<file path="src/rtl/cpu_pkg.sv">
// Shared types and constants for the basic-computer control sequencer.
// Op vector bit positions are shared by the decoder and the FSM.
package cpu_pkg;

  typedef enum logic [2:0] {
    ST_IDLE     = 3'd0,
    ST_FETCH    = 3'd1,
    ST_DECODE   = 3'd2,
    ST_INDIRECT = 3'd3,
    ST_EXEC     = 3'd4,
    ST_HALT     = 3'd5
  } state_t;

  localparam logic [2:0] OP_ADD = 3'b001;
  localparam logic [2:0] OP_LDA = 3'b010;
  localparam logic [2:0] OP_STA = 3'b011;
  localparam logic [2:0] OP_BUN = 3'b100;
  localparam logic [2:0] OP_ISZ = 3'b110;
  localparam logic [2:0] OP_REG = 3'b111;

  localparam logic [3:0] RR_CLA = 4'h0;
  localparam logic [3:0] RR_CLE = 4'h1;
  localparam logic [3:0] RR_CMA = 4'h2;
  localparam logic [3:0] RR_LDI = 4'h3;
  localparam logic [3:0] RR_CIR = 4'h4;
  localparam logic [3:0] RR_CIL = 4'h5;
  localparam logic [3:0] RR_INC = 4'h6;
  localparam logic [3:0] RR_HLT = 4'h7;

  localparam int NUM_OPS = 14;
  localparam int B_ADD = 0;
  localparam int B_LDA = 1;
  localparam int B_STA = 2;
  localparam int B_BUN = 3;
  localparam int B_ISZ = 4;
  localparam int B_CLA = 5;
  localparam int B_CLE = 6;
  localparam int B_CMA = 7;
  localparam int B_LDI = 8;
  localparam int B_CIR = 9;
  localparam int B_CIL = 10;
  localparam int B_INC = 11;
  localparam int B_HLT = 12;
  localparam int B_NOP = 13;

  typedef logic [NUM_OPS-1:0] op_vec_t;

  typedef struct packed {
    op_vec_t    op;
    logic [1:0] sc_lim;
    logic       mem_ref;
  } dec_t;

endpackage

</file>
<file path="src/rtl/instr_decoder.sv">
// Combinational IR decode: one-hot op vector, EXEC cycle limit, memory-reference flag.
module instr_decoder
  import cpu_pkg::*;
(
  input  logic [7:0] ir_hi,
  output dec_t       dec
);

  always_comb begin
    dec        = '0;
    dec.sc_lim = 2'd1;
    case (ir_hi[6:4])
      OP_ADD: begin dec.op[B_ADD] = 1'b1; dec.sc_lim = 2'd2; dec.mem_ref = 1'b1; end
      OP_LDA: begin dec.op[B_LDA] = 1'b1; dec.sc_lim = 2'd2; dec.mem_ref = 1'b1; end
      OP_STA: begin dec.op[B_STA] = 1'b1; dec.mem_ref = 1'b1; end
      OP_BUN: begin dec.op[B_BUN] = 1'b1; dec.mem_ref = 1'b1; end
      OP_ISZ: begin dec.op[B_ISZ] = 1'b1; dec.sc_lim = 2'd3; dec.mem_ref = 1'b1; end
      OP_REG: begin
        // 111 with I set carries no register-reference meaning
        if (ir_hi[7]) dec.op[B_NOP] = 1'b1;
        else begin
          case (ir_hi[3:0])
            RR_CLA:  dec.op[B_CLA] = 1'b1;
            RR_CLE:  dec.op[B_CLE] = 1'b1;
            RR_CMA:  dec.op[B_CMA] = 1'b1;
            RR_LDI:  dec.op[B_LDI] = 1'b1;
            RR_CIR:  dec.op[B_CIR] = 1'b1;
            RR_CIL:  dec.op[B_CIL] = 1'b1;
            RR_INC:  dec.op[B_INC] = 1'b1;
            RR_HLT:  dec.op[B_HLT] = 1'b1;
            default: dec.op[B_NOP] = 1'b1;
          endcase
        end
      end
      default: dec.op[B_NOP] = 1'b1;
    endcase
  end

endmodule

</file>
<file path="src/rtl/cpu_sequencer.sv">
// Fetch/decode/indirect/execute control FSM with memory-wait timeout.
// Optional indirect addressing phase enabled by CPU_SEQ_INDIRECT_EN.
module cpu_sequencer
  import cpu_pkg::*;
#(
  parameter int MEM_WAIT_MAX = 15,
  parameter int SC_WIDTH     = 3
) (
  input  logic                clk,
  input  logic                i_clr_reg,
  input  logic                i_start,
  input  logic [15:0]         i_ir,
  input  logic                i_mem_ready,
  input  logic                i_ex_done,
  output logic                o_fetch,
  output logic                o_execute,
  output logic                o_is_ind,
  output logic                o_is_dir,
  output logic                o_clr_ac,
  output logic                o_clr_e,
  output logic                o_comp_ac,
  output logic                o_load_ac,
  output logic                o_cir_r,
  output logic                o_cir_l,
  output logic                o_inc_ac,
  output logic                o_add,
  output logic                o_load,
  output logic                o_store,
  output logic                o_branch,
  output logic                o_isz,
  output logic [SC_WIDTH-1:0] o_sc,
  output logic [2:0]          o_state,
  output logic                o_halt,
  output logic                o_err
);

  localparam int WW = $clog2(MEM_WAIT_MAX + 2);

  state_t        state, nxt;
  logic [WW-1:0] wait_cnt;
  dec_t          dec;
  op_vec_t       op_q, op_nxt;
  logic [1:0]    lim_q, lim_nxt;
  logic          mem_q, mem_nxt;
  logic          timeout, ex_end, err_set, go_ind, in_exec;
  logic          unused_ir;

  assign unused_ir = ^i_ir[7:0];
  assign o_state   = state;

  instr_decoder u_dec (.ir_hi(i_ir[15:8]), .dec(dec));

`ifdef CPU_SEQ_INDIRECT_EN
  assign go_ind = i_ir[15] && (i_ir[14:12] != OP_REG);
`else
  assign go_ind = 1'b0;
`endif

  always_comb begin
    timeout = (wait_cnt == WW'(MEM_WAIT_MAX));
    ex_end  = i_ex_done || (o_sc == SC_WIDTH'(lim_q));
    nxt     = state;
    err_set = 1'b0;
    case (state)
      ST_IDLE:   if (i_start) nxt = ST_FETCH;
      // ready is checked first so it wins over a same-cycle timeout
      ST_FETCH:  if (i_mem_ready) nxt = ST_DECODE;
                 else if (timeout) begin nxt = ST_HALT; err_set = 1'b1; end
      ST_DECODE: nxt = go_ind ? ST_INDIRECT : ST_EXEC;
`ifdef CPU_SEQ_INDIRECT_EN
      ST_INDIRECT: if (i_mem_ready) nxt = ST_EXEC;
                   else if (timeout) begin nxt = ST_HALT; err_set = 1'b1; end
`endif
      ST_EXEC:   if (op_q[B_HLT]) nxt = ST_HALT;
                 else if (ex_end) nxt = ST_FETCH;
      ST_HALT:   if (i_start) nxt = ST_FETCH;
      default:   nxt = ST_IDLE;
    endcase
    // decode is captured on the DECODE cycle; later cycles reuse the held copy
    op_nxt  = (state == ST_DECODE) ? dec.op      : op_q;
    lim_nxt = (state == ST_DECODE) ? dec.sc_lim  : lim_q;
    mem_nxt = (state == ST_DECODE) ? dec.mem_ref : mem_q;
    in_exec = (nxt == ST_EXEC);
  end

  always_ff @(posedge clk or posedge i_clr_reg) begin
    if (i_clr_reg) begin
      state     <= ST_IDLE;
      wait_cnt  <= '0;
      op_q      <= '0;
      lim_q     <= '0;
      mem_q     <= 1'b0;
      o_sc      <= '0;
      o_fetch   <= 1'b0;
      o_execute <= 1'b0;
      o_is_dir  <= 1'b0;
      o_clr_ac  <= 1'b0;
      o_clr_e   <= 1'b0;
      o_comp_ac <= 1'b0;
      o_load_ac <= 1'b0;
      o_cir_r   <= 1'b0;
      o_cir_l   <= 1'b0;
      o_inc_ac  <= 1'b0;
      o_add     <= 1'b0;
      o_load    <= 1'b0;
      o_store   <= 1'b0;
      o_branch  <= 1'b0;
      o_isz     <= 1'b0;
      o_halt    <= 1'b0;
      o_err     <= 1'b0;
    end else begin
      state <= nxt;
      op_q  <= op_nxt;
      lim_q <= lim_nxt;
      mem_q <= mem_nxt;
      if (nxt == state && (state == ST_FETCH || state == ST_INDIRECT))
        wait_cnt <= wait_cnt + 1'b1;
      else
        wait_cnt <= '0;
      if (in_exec) o_sc <= (state == ST_EXEC) ? o_sc + 1'b1 : SC_WIDTH'(1);
      else         o_sc <= '0;
      o_fetch   <= (nxt == ST_FETCH);
      o_execute <= in_exec;
      o_is_dir  <= in_exec && mem_nxt;
      o_clr_ac  <= in_exec && op_nxt[B_CLA];
      o_clr_e   <= in_exec && op_nxt[B_CLE];
      o_comp_ac <= in_exec && op_nxt[B_CMA];
      o_load_ac <= in_exec && op_nxt[B_LDI];
      o_cir_r   <= in_exec && op_nxt[B_CIR];
      o_cir_l   <= in_exec && op_nxt[B_CIL];
      o_inc_ac  <= in_exec && op_nxt[B_INC];
      o_add     <= in_exec && op_nxt[B_ADD];
      o_load    <= in_exec && op_nxt[B_LDA];
      o_store   <= in_exec && op_nxt[B_STA];
      o_branch  <= in_exec && op_nxt[B_BUN];
      o_isz     <= in_exec && op_nxt[B_ISZ];
      o_halt    <= (nxt == ST_HALT);
      if (err_set) o_err <= 1'b1;
    end
  end

`ifdef CPU_SEQ_INDIRECT_EN
  always_ff @(posedge clk or posedge i_clr_reg) begin
    if (i_clr_reg) o_is_ind <= 1'b0;
    else           o_is_ind <= (nxt == ST_INDIRECT);
  end
`else
  assign o_is_ind = 1'b0;
`endif

endmodule
</file>
<file path="config.mk">
export PLATFORM = sky130hd
export DESIGN_NAME = cpu_sequencer
export DESIGN_NICKNAME = d
export VERILOG_FILES = /design/src/rtl/cpu_pkg.sv /design/src/rtl/instr_decoder.sv /design/src/rtl/cpu_sequencer.sv
export SDC_FILE = /design/constraint.sdc
export NUM_CORES = 1
export LEC_CHECK = 0
export BUFFER_PORTS_ARGS = -buffer_cell sky130_fd_sc_hd__buf_2
export CAP_MARGIN = 20
export CORE_MARGIN = 2
export CORE_UTILIZATION = 32
export DETAILED_ROUTE_END_ITERATION = 8
export HOLD_SLACK_MARGIN = 0.08
export REMOVE_ABC_BUFFERS = 1
export SLEW_MARGIN = 20
export SYNTH_ARGS = -nofsm -noshare
export SYNTH_HDL_FRONTEND = slang
export SYNTH_HIERARCHICAL = 1
export SYNTH_SLANG_ARGS = --single-unit
export TNS_END_PERCENT = 30
</file>
<file path="constraint.sdc">
create_clock -name clk -period 2.1 [get_ports clk]
set_clock_uncertainty 0.2 [all_clocks]
set_input_delay 0 -clock clk [delete_from_list [all_inputs] [get_ports clk]]
set_output_delay 0 -clock clk [all_outputs]
set_load 0.02 [all_outputs]
</file>
==> impl_metrics.ini, run 1 <==
[pwr]
p_int_mw = 1.693
ir_drop_mv = 0.3934
p_clk_share_pct = 25.4
power_density_nw_per_um2 = 967.8
power_frac_seq_pct = 44.2
power_switching_mw = 0.7880
p_leak_nw = 1.251
swShare_pct = 31.76
power_frac_comb_pct = 30.4

[worst_setup_path]
start_kind = input port
crit_path_end = op_q[6]
crit_chain = dlygate4sd3_1 -> buf_2 -> or4b_1 -> dlygate4sd3_1 -> nor2_1 -> mux2_2
cp.required_ns = 2.14
critPathKind = in -> reg
crit_start = i_ir[9]
critPathMostFrequentCell = dlygate4sd3_1
timing.rr.end = o_load
ff2ff_path_depth = 5
r2r_setup_slack_ns = 0.24
r2r_start = o_sc[1]
max_stage_delay_ns = 0.58
cpMaxStageDelayCell = dlygate4sd3_1
cp.arrival_ns = 2.06
cp_max_fo = 4
worstSetupEndpointType = register

[clocking]
cts_tree = done
cts-root-buf = clkbuf_8
post_cts.repair.setup_buffers = 0
insertion_delay_ns = 0.29
clock_path_buffers = 2
htree_num_levels = 2
path_clk_slew_ns = 0.08
cts_buffers = 5
cts_sinks = 44

[global_route]
grt_max_degree = 33
overflow = 0
grt_pass1_vias = 1371
grt_use_total_pct = 11.25
antenna_found_initial = 0
grt_pass1_wl_um = 6237

[hold_path]
min_path_type = reg -> reg

[detailed_routing]
wl_met3_um = 193
ant_nets = 0
route.met2.wl_um = 1814
wl_per_cell_um = 12.65
vias = 1374
routedLengthMet1_um = 1627
wl_um = 3695
drc_errors = 0
vias_per_cell = 4.705
top_layer = met4
drtPass1Iterations = 4
drt_first_iter_violations = 52

[finish]
nets = 240
seqCellArea_um2 = 1101
syn_to_final_growth_pct = 28.63
fillerInstances = 597
antenna_cells = 0
drive_gt1_share_pct = 40.09
multi_input_area_um2 = 819.5

[sta]
fin_setup_tns_ns = 0
max_freq_mhz = 495.9
setup_viol = 0
finalHoldViolCount = 0
max_slew.worst_pin.slew_ns = 0.6535
rsz0062_at_grt = no
slew_viol_final = 0
period_needed_ns = 2.017
relSlewSlack_pct = 56.16
finalWorstSetupSlack_ns = 0.08341
period_share_pct = 96.03

[floorplanning]
die_w_um = 82.92
start_util_pct = 33.47
die-area_um2 = 6876
rows = 28
core_area_um2 = 5956
die_y_um = 82.92
ios = 45

[place]
hpwl_um = 2534
gp_congestion = 0.7137
post-place-ws_ns = 0.2163
io_buffers = 35

[status]
status = complete, no violations

[logic_synthesis]
syn_avg_cell_area_um2 = 12.54
syn_inst = 159
synth.cell_area_um2 = 1993
ys_warn_count = 6

[flow_run]
maxCapViolCount = 0
==> placed cells by master, fill, tap and decap left out, drive strengths merged, types with 6 or more instances in the layout <==
cell         instances
dfrtp               44
buf                 41
dlygate4sd3         17
nor2                15
mux2                15
a22o                13
inv                  6
nor3b                6
clkbuf               6
==> layer usage <==
layer,global-route usage [%],vias up
met5,0,-
met3,3.777,5
met2,18.48,31
li1,-,679
met4,4.471,0
met1,13.57,659
==> through the flow <==
stage	utilization (%)	instances	power, mW	hold slack, ns	area (um^2)
after global routing	43.05	292	2.639	0.2935	2564
after detailed placement	38.32	267	1.853	-0.1521	2282
after CTS	42.98	292	2.514	0.2713	2560
after floorplan	-	151	1.596	-0.01507	1937
after global placement	38.32	267	1.840	-0.1572	2282
final	43.05	292	2.481	0.2657	2564
==> critical path: cells and delay by family <==
family	cells	cell delay (ns)
buf+inv	3	1.24
mux	1	0.17
simple gates	2	0.64
==> worst min path at each step <==
stage / start / to / slack [ns] / depth (start not counted)
floorplan: i_mem_ready / o_state[1] / -0.02 / 1
global placement: i_clr_reg / wait_cnt[0] / -0.16 / 2
detailed placement: i_clr_reg / wait_cnt[2] / -0.15 / 2
CTS: wait_cnt[0] / wait_cnt[0] / 0.27 / 1
global route: wait_cnt[0] / wait_cnt[0] / 0.29 / 1
finish: wait_cnt[0] / wait_cnt[0] / 0.27 / 1
==> timing repair <==
action,CTS,global route
hold buffers,17,0
resized for setup,0,1
endpoints found under the hold margin,84,0
endpoints found under the setup margin,0,1
==> registers in the layout, summed over array words and instances, names as in the netlist <==
signal	count
o_clr_e	1
o_comp_ac	1
o_cir_l	1
o_fetch	1
o_isz	1
o_load	1
o_branch	1
o_inc_ac	1
o_store	1
o_is_dir	1
o_add	1
o_halt	1
o_clr_ac	1
o_load_ac	1
o_cir_r	1
o_state	3
wait_cnt	5
o_err	1
lim_q	2
o_execute	1
op_q	13
mem_q	1
o_sc	3
==> power by group through the flow <==
stage                     Sequential, mW  Clock (mW)  Combinational (mW)
after floorplan                     1.20           0               0.398
after global placement              1.11           0               0.727
after detailed placement            1.12           0               0.736
after CTS                           1.10       0.652               0.762
after global routing                1.12       0.692               0.830
final                               1.10       0.630               0.755
==> layout make-up <==
| type | count | area share, % |
|---|---|---|
| clock inverters | 2 | 1.367 |
| repair buffers | 58 | 16.20 |
| clock buffers | 6 | 2.831 |
| well taps | 75 | 3.660 |
| multi-input cells | 100 | 31.97 |
| inverters | 7 | 1.025 |
| flip-flops and latches | 44 | 42.95 |
Power figures use the tool's default switching activity.
==> run 2, diff against run 1 <==
Settings changed: CELL_PAD_IN_SITES_DETAIL_PLACEMENT set to 0, CELL_PAD_IN_SITES_GLOBAL_PLACEMENT set to 2, HOLD_SLACK_MARGIN 0.08 to not set, PLACE_DENSITY_LB_ADDON set to 0.1, RECOVER_POWER set to 25.
==> run 2 against run 1 <==
  * Hold slack lost 0.26 ns
  * Cell area decreased by 7.3%
  * Routed wire length increased by 0.78%
  * Sequential cell count stayed put
  * Clock power shrank 22%
  * First-iteration DRC count fell by 38%
  * Power shrank 8.3%
  * Via count down 4.1%
  * Highest routed layer unchanged
  * Count of clock-buffer cells in the layout stayed put
==> impl_metrics.ini, run 2 (synthesis gave the netlist of run 1 again) <==
[status]
status = complete, no violations

[worst_setup_path]
cp.buffers_inverters = 0
max_stage_delay_ns = 0.40
cp.arrival_ns = 1.91
critPathMostFrequentCell = ha_1
crit_chain = ha_1 -> and3_1 -> ha_1 -> nand2b_1 -> mux2i_1 -> a21oi_1 -> nor3b_1
timing.rr.end = o_fetch
start_kind = register
cp.depth = 7
ff2ff_path_depth = 7
critPathKind = reg -> reg
cp_max_fo = 3
r2r_setup_slack_ns = 0.20
crit_family = simple AND/OR/NAND/NOR gates
worstSetupEndpointType = register
cp.required_ns = 2.11
cpMaxStageDelayCell = dfrtp_1
r2r_start = wait_cnt[0]

[global_route]
grt_pass1_wl_um = 6458
overflow = 0
antenna_found_initial = 0
grt_max_degree = 43
grt_pass1_vias = 1394
grt_use_total_pct = 11.58

[hold_path]
holdPathStages = 5
min_path_type = in -> reg
holdPathEnd = op_q[12]
hp-start = i_ir[10]

[clocking]
cts-root-buf = clkbuf_8
cts_tree = done
htree_num_levels = 2
cts_buffers = 5
insertion_delay_ns = 0.29
clock_path_buffers = 2
cts_sinks = 44
post_cts.repair.setup_buffers = 0
path_clk_slew_ns = 0.08

[detailed_routing]
vias_per_cell = 4.724
ant_nets = 0
vias = 1318
drc_errors = 0
wl_per_cell_um = 13.35
drt_first_iter_violations = 32
drtPass1Iterations = 4
wl_um = 3724

[place]
io_buffers = 35
hpwl_um = 2520
gp_congestion = 0.7415
place_area_um2 = 2247
post-place-cells = 264

[sta]
relSlewSlack_pct = 64.23
rsz0062_at_grt = no
period_share_pct = 90.70
setup_viol = 0
finalHoldViolCount = 0
slew_viol_final = 0
period_needed_ns = 1.905
max_slew.worst_pin.slew_ns = 0.5365
fin_setup_tns_ns = 0
hold_ws_ns = 0.006460
max_freq_mhz = 525.0

[finish]
nets = 228
drive_gt1_share_pct = 28.92
final_cells = 279
antenna_cells = 0
seqCellArea_um2 = 1101
layout_commonest_cell = dfrtp_1
largest_reg_flops = 13
fillerInstances = 613
stdcell_area_um2 = 2376
reg_top3 = op_q: 13 flops, wait_cnt: 5 flops
syn_to_final_growth_pct = 19.21
multi_input_area_um2 = 815.8
regMostFlops = op_q
final_cell_mix = dfrtp_1, clkbuf_1, nor2_1, mux2_2, a22o_2

[pwr]
p_leak_nw = 1.082
power_frac_comb_pct = 28.6
power_density_nw_per_um2 = 958.0
p_clk_share_pct = 21.6
p_int_mw = 1.506
power_frac_seq_pct = 49.8
power_switching_mw = 0.7705
ir_drop_mv = 0.4482
p_total_mw = 2.276
swShare_pct = 33.85

[floorplanning]
die_y_um = 82.92
core_area_um2 = 5956
rows = 28
ios = 45
die-area_um2 = 6876
die_w_um = 82.92
start_util_pct = 33.47

[flow_run]
maxCapViolCount = 0
## run 2: stage by stage
stage                     util [%]  worst slack, ns
final                        39.90           0.1954
after global routing         39.90          0.04516
after CTS                    40.38           0.1611
after detailed placement     37.73           0.1908
after global placement       37.73           0.2134
after floorplan                  -          -0.3772
## run 2: how the worst max path moves through the flow
stage,startpoint,end,slack (ns)
floorplan,o_state[1],lim_q[0],-0.38
global placement,wait_cnt[0],o_fetch,0.21
detailed placement,wait_cnt[0],o_fetch,0.19
CTS,wait_cnt[0],o_fetch,0.16
global route,wait_cnt[0],o_fetch,0.05
finish,wait_cnt[0],o_fetch,0.20
## run 2: what timing repair did
action                                 4_1_cts  5_1_grt
endpoints found under the hold margin       59        0
gates resized for setup                      0        0
hold buffers                                 8        0
## run 2: layout make-up
cell class,count,area share [%]
clock inverter,1,0.2106
sequential,44,46.34
clock buffer,6,3.054
timing repair buffer,46,11.01
inverter,7,1.106
tap,75,3.949
multi-input combinational,100,34.33
## run 2: power groups by stage
| stage | Clock [mW] | Combinational (mW) | Sequential [mW] |
|---|---|---|---|
| finish | 0.492 | 0.650 | 1.13 |
| global route | 0.561 | 0.723 | 1.16 |
| CTS | 0.516 | 0.681 | 1.13 |
| detailed placement | 0 | 0.666 | 1.15 |
| global placement | 0 | 0.658 | 1.15 |
| floorplan | 0 | 0.398 | 1.20 |
## run 2: layer usage
layer | global-route usage [%] | part of all wire (%)
met4 | 4.620 | 1.4
met1 | 14.34 | 46
met5 | 0 | 0
met2 | 18.48 | 47
met3 | 4.076 | 5.1
## run 2: worst min-delay path: stages
cell	delay, ns
buf_2	0.11
nand4_1	0.15
nor2_1	0.07
nand2_1	0.06
o21ai_0	0.07
==> run 3, diff against run 2 <==
Settings changed: CORE_UTILIZATION 32 to 35.
==> run 3 against run 2 <==
  * Routed wire length is 4.5% higher
  * Setup slack improved by 0.011 ns
  * Hold slack improved by 0.028 ns
  * Maximum frequency up 0.58%
  * Via count up 3.3%
  * Sequential share of layout area down 1.6 points
  * Cell area up 3.7%
  * Largest power group unchanged
  * Sequential cell count unchanged
  * Die area down 8.2%
  * Combinational power up 4.5%
  * Count of clock-buffer cells in the layout down 1
  * Final cell count increased by 0.72%
  * Largest cell class unchanged
==> impl_metrics.ini, run 3 (synthesis gave the netlist of run 1 again) <==
[clocking]
post_cts.repair.setup_buffers = 0
clock_path_buffers = 2
htree_num_levels = 2
cts_buffers = 5
cts_tree = done
cts_sinks = 44
path_clk_slew_ns = 0.09
insertion_delay_ns = 0.29
cts-root-buf = clkbuf_8

[pwr]
p_clk_share_pct = 26.2
power_density_nw_per_um2 = 999.0
p_leak_nw = 1.177
p_total_mw = 2.461
ir_drop_mv = 0.4465
power_switching_mw = 0.8086
power_frac_comb_pct = 27.6
p_int_mw = 1.652
power_frac_seq_pct = 46.2
swShare_pct = 32.85

[worst_setup_path]
r2r_start = wait_cnt[0]
ff2ff_path_depth = 5
cp.required_ns = 2.12
start_kind = register
cpMaxStageDelayCell = or3_1
crit_start = wait_cnt[0]
worstSetupEndpointType = register
crit_chain = ha_1 -> and3_1 -> ha_1 -> or3_1 -> nor2_1
max_stage_delay_ns = 0.45
r2r_setup_slack_ns = 0.21
critPathKind = reg -> reg
critPathMostFrequentCell = ha_1
crit_family = simple AND/OR/NAND/NOR gates
cp_max_fo = 5
cp.buffers_inverters = 0
cp.arrival_ns = 1.92
timing.rr.end = wait_cnt[2]

[detailed_routing]
drc_errors = 0
drtPass1Iterations = 4
ant_nets = 0
vias_per_cell = 4.843
vias = 1361
wl_um = 3892
wl_per_cell_um = 13.85
drt_first_iter_violations = 39

[floorplanning]
core_area_um2 = 5507
rows = 27
die-area_um2 = 6315
start_util_pct = 36.20
die_w_um = 79.47
ios = 45
die_y_um = 79.47

[hold_path]
holdPathStages = 4
hp-start = i_ir[15]
min_path_type = in -> reg
holdPathEnd = o_comp_ac

[place]
io_buffers = 35
post-place-ws_ns = 0.1765
hpwl_um = 2740
gp_congestion = 0.6799

[finish]
syn_to_final_growth_pct = 23.60
largest_reg_flops = 13
final_cell_mix = dfrtp_1, buf_2, nor2_1, mux2_2, a22o_2
reg_top3 = op_q: 13 flops, wait_cnt: 5 flops
utilization_pct = 44.74
drive_gt1_share_pct = 37.80
regMostFlops = op_q
nets = 232
layout_commonest_cell = dfrtp_1
antenna_cells = 0

[sta]
setup_viol = 0
slew_viol_final = 0
finalWorstSetupSlack_ns = 0.2064
max_freq_mhz = 528.1
relSlewSlack_pct = 51.89
rsz0062_at_grt = no
period_needed_ns = 1.894
period_share_pct = 90.17
hold_ws_ns = 0.03402
finalHoldViolCount = 0
max_slew.worst_pin.slew_ns = 0.7173

[flow_run]
maxCapViolCount = 0

[global_route]
grt_use_total_pct = 13.65
grt_max_degree = 33
grt_pass1_wl_um = 6706
antenna_found_initial = 0
grt_pass1_vias = 1436
overflow = 0

[status]
status = complete, no violations
-- run 3: worst max-delay path by stage --
stage / cells past startpoint / slack [ns] / to
finish: 5 / 0.21 / wait_cnt[2]
global route: 7 / 0.05 / o_fetch
CTS: 7 / 0.14 / o_fetch
detailed placement: 7 / 0.18 / o_fetch
global placement: 7 / 0.21 / o_fetch
floorplan: 2 / -0.38 / lim_q[0]
-- run 3: worst min-delay path: cells and delay by family --
kind	cells	cell delay, ns
buffers and inverters	1	0.10
AO/OA/AOI/OAI	1	0.22
AND/OR/NAND/NOR	2	0.17
-- run 3: cell type report --
type                    count  area [um^2]
multi-input cells         100        819.5
well taps                  72        90.09
repair buffers             50        315.3
clock buffers               5        68.82
fillers                   533         3043
flip-flops and latches     44         1101
inverters                   7        26.28
clock inverters             3        42.54
-- run 3: metal layers --
metal / wire length (um) / GRT usage (%) / vias to the layer above
li1: - / - / 659
met4: 36 / 3.621 / 0
met5: 0 / 0 / -
met2: 1919 / 23.61 / 28
met3: 162 / 3.620 / 3
met1: 1774 / 16.80 / 671
-- run 3: per-stage QoR --
step / cells / area, um^2 / setup TNS (ns)
CTS: 280 / 2460 / 0
floorplan: 151 / 1937 / -8.437
global route: 281 / 2464 / 0
finish: 281 / 2464 / 0
global placement: 263 / 2258 / 0
detailed placement: 263 / 2258 / 0
-- run 3: repair_timing --
item / 4_1_cts / 5_1_grt
gates resized for setup: 0 / 1
hold buffers: 9 / 1
endpoints found under the setup margin: 0 / 1
endpoints found under the hold margin: 60 / 1
-- run 3: power groups by stage --
| stage | Clock, mW | Sequential, mW | Combinational [mW] |
|---|---|---|---|
| 2_1_floorplan | 0 | 1.20 | 0.398 |
| 3_3_place_gp | 0 | 1.14 | 0.662 |
| 3_5_place_dp | 0 | 1.16 | 0.676 |
| 4_1_cts | 0.661 | 1.14 | 0.693 |
| 5_1_grt | 0.705 | 1.17 | 0.756 |
| 6_report | 0.644 | 1.14 | 0.679 |
